[src/rtl/sprite_line_scheduler.sv]
// Purpose : per-scanline sprite scheduler; scans the attribute table in hblank into a
//           shadow slot bank, commits it to the active bank, resolves pixel hits.
// Latency : scan+commit NUM_SPRITES+1 cycles after line_start; pixel path 1 cycle.
// Backpressure: none; hblank must last at least NUM_SPRITES+2 cycles (not checked).
//
// Ports:
//   gpu_clk, reset          sole clock, async active-high reset
//   cfg_we/index/field/wdata attribute table write (field 0 = {y,x}, 1 = tile in [31:16])
//   line_start, next_line   hblank pulse and the line to schedule
//   pixel                   current pixel x
//   scan_busy, overflow     scan in progress / more than NUM_SLOTS hits on committed line
//   match, tile_number, x_offset, y_offset   registered per-pixel resolve result
module sprite_line_scheduler #(
  parameter int NUM_SPRITES = 16,
  parameter int NUM_SLOTS   = 4,
  parameter int IDX_W       = 4
) (
  input  logic             gpu_clk,
  input  logic             reset,
  input  logic             cfg_we,
  input  logic [IDX_W-1:0] cfg_index,
  input  logic             cfg_field,
  input  logic [31:0]      cfg_wdata,
  input  logic             line_start,
  input  logic [15:0]      next_line,
  input  logic [15:0]      pixel,
  output logic             scan_busy,
  output logic             overflow,
  output logic             match,
  output logic [15:0]      tile_number,
  output logic [7:0]       x_offset,
  output logic [7:0]       y_offset
);

  localparam int FILL_W = $clog2(NUM_SLOTS + 1);
  localparam logic [15:0] NO_TILE = 16'hFFFF;

  typedef enum logic [1:0] {IDLE, SCAN, COMMIT} state_t;

  state_t state, state_nxt;

  // attribute table
  logic [15:0] tbl_x    [NUM_SPRITES];
  logic [15:0] tbl_y    [NUM_SPRITES];
  logic [15:0] tbl_tile [NUM_SPRITES];

  // scan context
  logic [15:0]      line_q;
  logic [IDX_W-1:0] scan_idx;
  logic [FILL_W-1:0] fill;
  logic             ovf_flag;

  // shadow and active slot banks
  logic [NUM_SLOTS-1:0] sh_vld;
  logic [15:0]          sh_x    [NUM_SLOTS];
  logic [15:0]          sh_tile [NUM_SLOTS];
  logic [3:0]           sh_yoff [NUM_SLOTS];
  logic [NUM_SLOTS-1:0] act_vld;
  logic [15:0]          act_x    [NUM_SLOTS];
  logic [15:0]          act_tile [NUM_SLOTS];
  logic [3:0]           act_yoff [NUM_SLOTS];

  // FSM control strobes
  logic start_scan, step_scan, do_commit;

  // ---------------------------------------------------------------------------
  // Attribute table. The scan reads the registered contents, so a write landing
  // on the entry being scanned this cycle is not seen until the next line.
  // ---------------------------------------------------------------------------
  always_ff @(posedge gpu_clk or posedge reset) begin
    if (reset) begin
      for (int i = 0; i < NUM_SPRITES; i++) begin
        tbl_x[i]    <= '0;
        tbl_y[i]    <= '0;
        tbl_tile[i] <= NO_TILE;
      end
    end else if (cfg_we) begin
      if (cfg_field) begin
        tbl_tile[cfg_index] <= cfg_wdata[31:16];
      end else begin
        tbl_x[cfg_index] <= cfg_wdata[15:0];
        tbl_y[cfg_index] <= cfg_wdata[31:16];
      end
    end
  end

  // ---------------------------------------------------------------------------
  // FSM
  // ---------------------------------------------------------------------------
  always_ff @(posedge gpu_clk or posedge reset) begin
    if (reset) state <= IDLE;
    else       state <= state_nxt;
  end

  always_comb begin
    state_nxt  = state;
    start_scan = 1'b0;
    step_scan  = 1'b0;
    do_commit  = 1'b0;
    // line_start wins in every state: an in-flight scan or commit is abandoned
    if (line_start) begin
      state_nxt  = SCAN;
      start_scan = 1'b1;
    end else begin
      case (state)
        SCAN: begin
          step_scan = 1'b1;
          if (scan_idx == IDX_W'(NUM_SPRITES - 1)) state_nxt = COMMIT;
        end
        COMMIT: begin
          do_commit = 1'b1;
          state_nxt = IDLE;
        end
        default: state_nxt = IDLE;
      endcase
    end
  end

  // ---------------------------------------------------------------------------
  // Entry hit test: 17-bit compare so entries near 16'hFFFF do not wrap to line 0
  // ---------------------------------------------------------------------------
  logic [16:0] ent_y17, line17;
  logic [15:0] ent_dy;
  logic        ent_hit;

  always_comb begin
    ent_y17 = {1'b0, tbl_y[scan_idx]};
    line17  = {1'b0, line_q};
    ent_dy  = line_q - tbl_y[scan_idx];
    ent_hit = (tbl_tile[scan_idx] != NO_TILE) &&
              (ent_y17 <= line17) && (line17 < ent_y17 + 17'd16);
  end

  // ---------------------------------------------------------------------------
  // Scan datapath and bank commit
  // ---------------------------------------------------------------------------
  always_ff @(posedge gpu_clk or posedge reset) begin
    if (reset) begin
      line_q    <= '0;
      scan_idx  <= '0;
      fill      <= '0;
      ovf_flag  <= 1'b0;
      overflow  <= 1'b0;
      scan_busy <= 1'b0;
      sh_vld    <= '0;
      act_vld   <= '0;
      for (int s = 0; s < NUM_SLOTS; s++) begin
        sh_x[s]     <= '0;
        sh_tile[s]  <= NO_TILE;
        sh_yoff[s]  <= '0;
        act_x[s]    <= '0;
        act_tile[s] <= NO_TILE;
        act_yoff[s] <= '0;
      end
    end else begin
      scan_busy <= (state_nxt != IDLE);

      if (start_scan) begin
        line_q   <= next_line;
        scan_idx <= '0;
        fill     <= '0;
        ovf_flag <= 1'b0;
        sh_vld   <= '0;
      end else if (step_scan) begin
        scan_idx <= scan_idx + IDX_W'(1);
        if (ent_hit) begin
          if (fill < FILL_W'(NUM_SLOTS)) begin
            for (int s = 0; s < NUM_SLOTS; s++) begin
              if (fill == FILL_W'(s)) begin
                sh_vld[s]  <= 1'b1;
                sh_x[s]    <= tbl_x[scan_idx];
                sh_tile[s] <= tbl_tile[scan_idx];
                sh_yoff[s] <= ent_dy[3:0];
              end
            end
            fill <= fill + FILL_W'(1);
          end else begin
            ovf_flag <= 1'b1;
          end
        end
      end

      if (do_commit) begin
        act_vld  <= sh_vld;
        overflow <= ovf_flag;
        for (int s = 0; s < NUM_SLOTS; s++) begin
          act_x[s]    <= sh_x[s];
          act_tile[s] <= sh_tile[s];
          act_yoff[s] <= sh_yoff[s];
        end
      end
    end
  end

  // ---------------------------------------------------------------------------
  // Pixel resolve. Slots are filled in table order, so walking from the top
  // slot down and overwriting leaves the lowest covering slot as the winner.
  // ---------------------------------------------------------------------------
  logic        win_match;
  logic [15:0] win_tile;
  logic [3:0]  win_xoff, win_yoff;
  logic [15:0] dx;

  always_comb begin
    win_match = 1'b0;
    win_tile  = NO_TILE;
    win_xoff  = '0;
    win_yoff  = '0;
    dx        = '0;
    for (int s = NUM_SLOTS - 1; s >= 0; s--) begin
      if (act_vld[s] && ({1'b0, act_x[s]} <= {1'b0, pixel}) &&
          ({1'b0, pixel} < {1'b0, act_x[s]} + 17'd16)) begin
        dx        = pixel - act_x[s];
        win_match = 1'b1;
        win_tile  = act_tile[s];
        win_xoff  = dx[3:0];
        win_yoff  = act_yoff[s];
      end
    end
  end

  always_ff @(posedge gpu_clk or posedge reset) begin
    if (reset) begin
      match       <= 1'b0;
      tile_number <= NO_TILE;
      x_offset    <= '0;
      y_offset    <= '0;
    end else begin
      match       <= win_match;
      tile_number <= win_tile;
      x_offset    <= {4'b0, win_xoff};
      y_offset    <= {4'b0, win_yoff};
    end
  end

endmodule

[config.mk]
export PLATFORM = sky130hd
export DESIGN_NAME = sprite_line_scheduler
export DESIGN_NICKNAME = d
export VERILOG_FILES = /design/src/rtl/sprite_line_scheduler.sv
export SDC_FILE = /design/constraint.sdc
export NUM_CORES = 2
export LEC_CHECK = 0
export ABC_CLOCK_PERIOD_IN_PS = 40400
export CAP_MARGIN = 20
export CORE_UTILIZATION = 50
export CTS_CLUSTER_DIAMETER = 40
export CTS_CLUSTER_SIZE = 20
export DETAILED_ROUTE_END_ITERATION = 10
export HOLD_SLACK_MARGIN = 0.06
export PLACE_DENSITY = 0.69
export RECOVER_POWER = 50
export SYNTH_ARGS = -nofsm -noshare
export SYNTH_HDL_FRONTEND = slang
export SYNTH_SLANG_ARGS = --single-unit
[constraint.sdc]
create_clock -name gpu_clk -period 40.4 [get_ports gpu_clk]
set_input_delay 10.1 -clock gpu_clk [delete_from_list [all_inputs] [get_ports gpu_clk]]
set_output_delay 10.1 -clock gpu_clk [all_outputs]
set_load 0.03 [all_outputs]
==> reports/qor.yml <==
clocking:
  clockBufferDepth: 3
  clkLatencyLatePin_ns: 0.76
  clkTransAtPathRegs_ns: 0.07
  hold_buffers: 0
  cts_made_buffers: 145
  htreeDepth: 4
  cts_setup_buffers: 0
  root_buffer: "clkbuf_16"
  cts_sinks: 1117
  cts_tree: "yes"
  post_cts_resized: 0
logic_synthesis:
  yosys-top-cells-area: "dfrtp_1, mux2_2, dfstp_2"
  synth_cell_types: 70
  synth_area_per_cell_um2: 14.7
  synth_area_mm2: 0.0536
  ys.flop_type: "dfrtp_1"
  synth_edf_count: 0
  syn_inst: 3654
  ys_seq_elements: 1117
  yosysSeqAreaShare_pct: 53.1
  ys_warn_count: 0
  yosysTopAreaCellShare_pct: 33.5
  async_flop_share_pct: 100
  post-synth-top-area-cell: "dfrtp_1"
detailed_routing:
  remaining_drc_errors: 16
  detail-route-antenna-nets: 0
  viasPerCell: 5.90
  vias: 31000
  totalWireLength_um: 128000
  wl_per_cell_um: 24.4
  drt_pass1_iterations: 10
  first_iter_violations: 1909
placement:
  io_buffers: 99
  gp_congestion: 0.979
  dp_hpwl_um: 78500
  pre_cts_slack_ns: 24.52
worst_setup_path:
  rr_endpoint: "sh_x[33]$_DFFE_PP0P_"
  required_ns: 40.95
  cp-startpoint: "line_start"
  path_common_cell: "clkbuf_1"
  critPathMaxStageDelay_ns: 6.31
  rr_worst_depth: 18
  startpoint_type: "primary input"
  cp_cell_sequence: "clkbuf_1 > nor3b_1 > clkbuf_1 > nand2_1 > o21ai_0"
  crit_path_end_kind: "flop"
  crit_type: "primary input to flop"
  cp_max_fo: 181
  rr_startpoint: "scan_idx[1]$_DFFE_PP0P_"
  critPathSlowestCell: "clkbuf_1"
  worstPathArrival_ns: 18.87
  reg2reg_setup_slack_ns: 31.02
timing:
  relSlewSlack_pct: -508
  setup_tns_ns: 0
  fin_ws_ns: 22.08
  slew_violations: 889
  worst_slew_pin_slew_ns: 9.12
  finalClockSkew_ns: 0.0461
  timing.fmax_mhz: 54.6
  setup_viol: 0
  period_share_pct: 45.3
  hold_ws_ns: 0.476
  rsz0062_at_grt: "no"
  period_needed_ns: 18.32
  report.final.hold_viol_count: 0
die:
  chipWidth_um: 329
  dieArea_mm2: 0.109
  start_util_pct: 50.6
  core_area_mm2: 0.106
  num_rows: 119
  die_y_um: 329
  ios: 108
min_path:
  min_to: "act_x[34]$_DFFE_PP0P_"
  whs_path_depth: 2
  hp-start: "sh_x[34]$_DFFE_PP0P_"
  hold_path.class: "flop to flop"
power:
  powerDensity_mw_per_mm2: 54.9
  power_leakage_nw: 26.5
  ir_drop_mv: 0.0452
status:
  status: "complete, but fails checks"
  failed_checks: "DRC, capacitance limit, slew limit"
grt:
  antenna_found_initial: 5
  grt_max_degree: 184
  grt_pass1_vias: 32700
  grt_pass1_wl_um: 201000
  grt_remaining_overflow: 0
  grt_usage_pct: 24.4
finish:
  areaGrowthSynthToFinish_pct: 13.1
  final_util_pct: 57.3
  drive_gt1_share_pct: 49.3
  final_cell_mix: "mux2_2, dfrtp_1, dfstp_2"
  final_common_cell: "mux2_2"
  layout.nets: 3984
run:
  cap_violations: 22
## synth_stat cells (4+ instances only)
library cell  number
nor3b_1            7
buf_6             18
a211oi_1          13
o21ai_0           89
nor3_1            17
o21a_1            12
ha_1             172
a21oi_1           47
clkbuf_1         150
a22oi_1           40
mux4_1            24
o31ai_1            6
a31oi_1            4
and2_1             6
buf_1             43
buf_4             14
mux4_2           191
o211ai_1          19
inv_1            106
xnor2_1           32
mux2_4            68
nand2b_1           9
mux2i_1            9
dfstp_2          400
and3_1            14
buf_2             20
a21o_1            32
o2bb2ai_1         16
dfrtp_1          717
mux2_2           955
xor2_1            27
nand4_1           40
nand3_1           53
nor2_1            57
nand2_1          138
fa_1               5
nor2b_1           27
## metrics by stage
step           area, µm²  std cells  total power [W]
2_1_floorplan      53600       3661          0.00191
3_3_place_gp       55800       4973          0.00202
3_5_place_dp       55900       4976          0.00204
4_1_cts            61000       5246          0.00338
5_1_grt            60600       5249          0.00347
6_report           60600       5251          0.00333
## cell families after synthesis
logic type,Yosys count,synth area share [%]
XOR/XNOR,59,0.964
other,1,0.00699
AND/OR/NAND/NOR,385,3.50
flip-flops,1117,53.1
multiplexers,1248,31.4
AO/OA/AOI/OAI,308,3.81
buffers and inverters,359,3.08
adder cells (fa/ha/maj),177,4.20
## routing by layer
metal	vias to the layer above	part of all wire, %	GRT usage, %
met5	-	0.037	0
met4	8	2.1	6.60
met3	182	4.5	4.01
met2	636	47	38.5
met1	16500	47	35.0
li1	13600	-	-
## state kept, by name (all words and copies together), names as in the netlist, 16 cells and up
register / count
tbl_tile: 256
line_q: 16
sh_x: 64
act_tile: 64
act_x: 64
sh_tile: 64
act_yoff: 16
tbl_x: 256
tile_number: 16
sh_yoff: 16
tbl_y: 256
## worst max-delay path, delay by kind of cell
kind	cells	cell delay (ns)
AO/OA/AOI/OAI	1	0.33
AND/OR/NAND/NOR	2	1.34
buffers and inverters	2	6.96
## report_power, final
| part | leakage, nW | switching (W) | internal [W] | total [W] |
|---|---|---|---|---|
| registers | 13.4 | 0.000107 | 0.00138 | 0.00149 |
| clock network | 2.46 | 0.000538 | 0.000787 | 0.00132 |
| logic | 10.6 | 0.000226 | 0.000290 | 0.000516 |
## final cells by class
class / count / area [µm²]
flip-flops and latches: 1117 / 28500
clock buffers: 170 / 3940
fillers: 8330 / 45200
diodes: 3 / 7.51
repair buffers: 179 / 1530
multi-input cells: 2185 / 23400
clock inverters: 100 / 1140
well taps: 1391 / 1740
inverters: 106 / 399
## how the worst max path moves through the flow
stage	to
finish	act_x[2]$_DFFE_PP0P_
global route	act_x[2]$_DFFE_PP0P_
CTS	tbl_y[128]$_DFFE_PP0P_
detailed placement	tbl_y[128]$_DFFE_PP0P_
global placement	tbl_y[160]$_DFFE_PP0P_
floorplan	act_vld[0]$_DFFE_PP0P_
(Power assumes the default switching activity.)
